$ cat config.mk
export PLATFORM = sky130hd
export DESIGN_NAME = lifo_rd_stream
export DESIGN_NICKNAME = d
export VERILOG_FILES = /design/src/rtl/lifo_rd_stream.sv
export SDC_FILE = /design/constraint.sdc
export NUM_CORES = 1
export LEC_CHECK = 0
export ABC_AREA = 1
export CORE_ASPECT_RATIO = 0.75
export CORE_UTILIZATION = 52
export CTS_CLUSTER_SIZE = 28
export DETAILED_ROUTE_END_ITERATION = 10
export PLACE_DENSITY = 0.95
export RECOVER_POWER = 50
export SLEW_MARGIN = 20
export SYNTH_ARGS = -nofsm -noshare
export SYNTH_HDL_FRONTEND = slang
export SYNTH_SLANG_ARGS = --single-unit
$ cat constraint.sdc
create_clock -name clk_i -period 7 [get_ports clk_i]
set_clock_uncertainty 0.15 [all_clocks]
set_input_delay 1.4 -clock clk_i [delete_from_list [all_inputs] [get_ports clk_i]]
set_output_delay 1.4 -clock clk_i [all_outputs]
set_load 0.02 [all_outputs]
$ cat src/rtl/lifo_rd_stream.sv
// lifo_rd_stream: drains a latched word count from a LIFO read port into a ready/valid stream.
// Drain statistics counter enabled by defining LIFO_RD_STREAM_STAT_EN.
module lifo_rd_stream #(
    parameter int DWIDTH = 16,
    parameter int AWIDTH = 8
) (
    input  logic              clk_i,
    input  logic              srst_i,
    input  logic              drain_i,
    output logic              lifo_rdreq_o,
    input  logic [DWIDTH-1:0] lifo_q_i,
    input  logic              lifo_empty_i,
    input  logic [AWIDTH:0]   lifo_usedw_i,
    output logic [DWIDTH-1:0] data_o,
    output logic              valid_o,
    output logic              last_o,
    input  logic              ready_i,
    output logic              busy_o,
    output logic [15:0]       frames_o
);
    localparam logic [0:0] IDLE  = 1'b0;
    localparam logic [0:0] DRAIN = 1'b1;

    logic [0:0]        state_q, state_d;
    logic [AWIDTH:0]   rem_q, rem_d;
    logic              infl_q, infl_d, infl_last_q, infl_last_d;
    logic [1:0]        cnt_q, cnt_d, cnt_p;
    logic [DWIDTH-1:0] b0_q, b0_d, b1_q, b1_d;
    logic              l0_q, l0_d, l1_q, l1_d;
    logic              pop, rd;
    logic [2:0]        room;

    always_comb begin
        pop  = (cnt_q != 2'd0) && ready_i;
        room = {1'b0, cnt_q} + {2'b0, infl_q} - {2'b0, pop};
        rd   = (state_q == DRAIN) && (rem_q != '0) && !lifo_empty_i && (room < 3'd2);
        state_d = state_q;
        rem_d   = rem_q;
        if (state_q == IDLE && drain_i && lifo_usedw_i != '0) begin
            state_d = DRAIN;
            rem_d   = lifo_usedw_i;
        end
        if (rd)
            rem_d = rem_q - 1'b1;
        if (pop && l0_q)
            state_d = IDLE;
        infl_d      = rd;
        infl_last_d = rd && (rem_q == (AWIDTH+1)'(1));
        // Pop shifts the tail into the head; the returning word lands in the first free slot.
        cnt_p = cnt_q - {1'b0, pop};
        b0_d  = pop ? b1_q : b0_q;
        l0_d  = pop ? l1_q : l0_q;
        b1_d  = b1_q;
        l1_d  = l1_q;
        if (infl_q) begin
            if (cnt_p == 2'd0) begin
                b0_d = lifo_q_i;
                l0_d = infl_last_q;
            end else begin
                b1_d = lifo_q_i;
                l1_d = infl_last_q;
            end
        end
        cnt_d = cnt_p + {1'b0, infl_q};
    end

    always_ff @(posedge clk_i) begin
        if (srst_i) begin
            state_q     <= IDLE;
            rem_q       <= '0;
            infl_q      <= 1'b0;
            infl_last_q <= 1'b0;
            cnt_q       <= 2'd0;
            b0_q        <= '0;
            b1_q        <= '0;
            l0_q        <= 1'b0;
            l1_q        <= 1'b0;
        end else begin
            state_q     <= state_d;
            rem_q       <= rem_d;
            infl_q      <= infl_d;
            infl_last_q <= infl_last_d;
            cnt_q       <= cnt_d;
            b0_q        <= b0_d;
            b1_q        <= b1_d;
            l0_q        <= l0_d;
            l1_q        <= l1_d;
        end
    end

`ifdef LIFO_RD_STREAM_STAT_EN
    logic [15:0] frames_q, frames_d;

    always_comb frames_d = frames_q + {15'd0, pop && l0_q};

    always_ff @(posedge clk_i) begin
        if (srst_i)
            frames_q <= '0;
        else
            frames_q <= frames_d;
    end

    assign frames_o = frames_q;
`else
    assign frames_o = '0;
`endif

    assign lifo_rdreq_o = rd;
    assign data_o       = b0_q;
    assign last_o       = l0_q;
    assign valid_o      = cnt_q != 2'd0;
    assign busy_o       = state_q == DRAIN;
endmodule

==> flow_summary.json <==
{
  "post-route-drc-count": 0,
  "max_cap_violations": 0,
  "grt_pass1_wl_microns": 9860,
  "finalWorstSetupSlack_ns": 0.8706,
  "hold_path_startpoint": "b1_q[14]",
  "detailroute.wirelength.met3_microns": 463,
  "cts_hold_repair.buffers": 0,
  "placeableCoreArea_sq_um": 4572,
  "netlist_top_cells_count": "sky130_fd_sc_hd__nor2_1 (93), sky130_fd_sc_hd__nand2_1 (91), sky130_fd_sc_hd__dfxtp_1 (48)",
  "placement_rows": 21,
  "result_of_the_run": "finished, final reports clean",
  "worst_ir_drop_vdd_mv": 0.1382,
  "syn-mean-instance-area_sq_um": 6.654,
  "number_of_post_cts_setup_repair_buffers": 0,
  "worst_path_most_repeated_cell": "sky130_fd_sc_hd__nand2_1",
  "tightestPinTransition_ns": 0.9251,
  "synth.area.mux_share_pct": 0,
  "cellLeakagePower_uw": 0.001410,
  "timing.critical_path.slowest_cell_delay_ns": 0.66,
  "cts_repair_resize_count": 0,
  "wl_per_cell_microns": 12.10,
  "final-setup-viol-count": 0,
  "yosys_register_bits": 48,
  "worst_setup_path_end_kind": "primary output",
  "multi_input_gate_area_in_the_final_layout_sq_um": 1285,
  "clock_path_buffers": 2,
  "detailroute.via_count": 2464,
  "synth-xor-area-share_pct": 0,
  "starting_density_of_the_core_pct": 55.31,
  "met2_length_microns": 2696,
  "n_antenna_cell": 0,
  "final_period_minus_worst_setup_slack_ns": 6.129,
  "gpl.final_weighted_congestion": 0.8660,
  "post_synth_main_area_contributors": "sky130_fd_sc_hd__dfxtp_1 (38%), sky130_fd_sc_hd__nor2_1 (14%), sky130_fd_sc_hd__nand2_1 (14%)",
  "register_area_sq_um": 960.9,
  "drt_pre_antenna_iters": 4,
  "hold_path.class": "flop to flop",
  "fin_nets": 457,
  "layout_worst_path_cycle_share_pct": 87.56,
  "synth-simple-area-share_pct": 37.16,
  "yosysSeqAreaShare_pct": 38.00,
  "initialDrtViolationCount": 147,
  "port_buffers": 49,
  "clockRootBuffer": "sky130_fd_sc_hd__clkbuf_8",
  "whs_endpoint": "b1_q[14]",
  "hold_violations": 0,
  "syn-cell-area_sq_um": 2529,
  "syn_inst": 380,
  "areaGrowthSynthToFinish_pct": 20.53,
  "cp-start-kind": "input pin",
  "numClockSinks": 48,
  "antenna_left": 0,
  "reg2reg_slack_ns": 3.55,
  "gr_util_all_layers_pct": 24.69,
  "die_area_sq_um": 5148,
  "grt.overflow.total": 0,
  "tritoncts_clock_tree": "yes",
  "floorplan.io_pins": 66,
  "rr_endpoint": "b1_q[15]",
  "synth.lib_cells_used.distinct": 30,
  "dpl_worst_slack_ns": 1.082,
  "arrival_time_at_the_worst_endpoint_ns": 4.58,
  "worst-endpoint-required_ns": 5.45,
  "synth-adder-area-share_pct": 2.771,
  "synth_edf_count": 0,
  "finalWirelength_microns": 5798,
  "final-max-slew-violation-count": 0,
  "worst_path_max_delay_cell": "sky130_fd_sc_hd__clkdlybuf4s50_1",
  "synth_most_common_cell": "sky130_fd_sc_hd__nor2_1",
  "critPathKind": "input pin to primary output",
  "setup_repair_after_global_routing_missed_its_margin": "false",
  "cell_depth_of_the_worst_hold_path": 2,
  "crit_chain": "dlygate4sd3_1, nand2_4, inv_6, nand2_1, nand2_1, ha_1, inv_1, fa_1, nand2_1, nor2_1, nand3_1, a21oi_1, clkdlybuf4s50_1",
  "worst_r2r_startpoint": "cnt_q[1]",
  "async_reset_ff_share_pct": 0,
  "cts_inserted_buffers": 5,
  "cts-htree-levels": 2,
  "detailed_place_hpwl_microns": 4014,
  "clk_pin_slew_worst_paths_ns": 0.08,
  "floorplan.die.height_microns": 62.39,
  "synth_top_family_by_area": "simple AND/OR/NAND/NOR gates",
  "die_w_microns": 82.52,
  "grt_antenna_before_repair": 0,
  "drive_above_1_share_pct": 4.739,
  "yosysWarningCount": 0,
  "power-per-cell-area_nw_per_um2": 253.5,
  "vias_per_cell": 5.144,
  "synthDominantCellAreaShare_pct": 38.00,
  "timing.fmax_mhz": 163.1,
  "largest_net_degree_at_the_start_of_global_routing": 39,
  "synth_largest_area_cell": "sky130_fd_sc_hd__dfxtp_1",
  "m1WireLength_microns": 2528,
  "totalNegativeSetupSlack_ns": 0,
  "worst-path-max-fanout": 19,
  "clock_insertion_delay_worst_skew_ns": 0.30,
  "fill_cells": 408,
  "synth_compound_gate_area_share_pct": 9.302,
  "top_signal_layer_used": "met4",
  "number_of_cell_instances_on_the_worst_register_to_register_path": 12,
  "grt_pass1_vias": 2227,
  "primary_flip_flop_cell_chosen_by_synthesis_mapping": "sky130_fd_sc_hd__dfxtp_1",
  "max-slew-margin-rel_pct": 38.26
}
cell usage in the layout (no fill, tap or decap), drive strengths merged, types with 9 or more instances in the layout:
master          n
a21oi           9
dfxtp          48
dlygate4sd3    21
o21ai          35
clkdlybuf4s50  28
nor2           94
conb           16
inv            27
nand2          97
nand3          24
cells by family (layout without fill, tap and decap cells):
group,after synthesis,in the layout
adder cells (fa/ha/maj),5,5
AND/OR/NAND/NOR,223,223
other,1,16
AO/OA/AOI/OAI,46,46
flip-flops,48,48
buffers and inverters,57,84
power by group:
| group | leakage, uW | internal (uW) | switching (uW) |
|---|---|---|---|
| logic | 0.000956 | 82.9 | 143 |
| registers | 0.000390 | 297 | 16.9 |
| clock network | 0.0000642 | 141 | 92.6 |
sequential cells by signal (all words and copies together) (netlist names):
register	flops
rem_q	9
data_o	16
infl_q	1
last_o	1
b1_q	16
infl_last_q	1
busy_o	1
l1_q	1
cnt_q	2
metal layers:
metal / track usage (%) / vias to the layer above
met2: 38.22 / 99
li1: - / 1240
met1: 31.42 / 1115
met5: 0 / -
met4: 11.64 / 0
met3: 6.861 / 10
critical path, delay by kind of cell:
kind,cells,cell delay (ns)
buffers and inverters,4,1.50
and+or+nand+nor,6,0.75
adders and majority gates,2,0.65
AOI/OAI and AO/OA,1,0.27
final cells by class:
cell class                      instances  share of cell area (%)
Clock inverter                          2                   1.970
Tap cell                               57                   2.340
Sequential cell                        48                   31.53
Inverter                               28                   3.654
Clock buffer                            5                   2.258
Timing Repair Buffer                   49                   16.09
Multi-Input combinational cell        290                   42.16
how the worst max path moves through the flow:
stage / depth (start not counted) / to / startpoint / slack, ns
finish: 13 / lifo_rdreq_o / ready_i / 0.87
global route: 13 / lifo_rdreq_o / ready_i / 0.64
CTS: 13 / lifo_rdreq_o / ready_i / 1.06
detailed placement: 13 / lifo_rdreq_o / ready_i / 1.08
global placement: 13 / lifo_rdreq_o / ready_i / 1.14
floorplan: 9 / lifo_rdreq_o / ready_i / 2.33
metrics by stage:
step	total power (uW)	instance area (sq um)	util, %	hold WS, ns	instances
floorplan	488.6	2585	-	0.3038	395
global placement	543.6	2943	64.37	0.3128	472
detailed placement	552.4	2943	64.37	0.3227	472
CTS	782.2	3072	67.19	0.3425	479
global route	815.2	3048	66.67	0.3681	479
finish	772.8	3048	66.67	0.3384	479
Power figures use the tool's default switching activity.
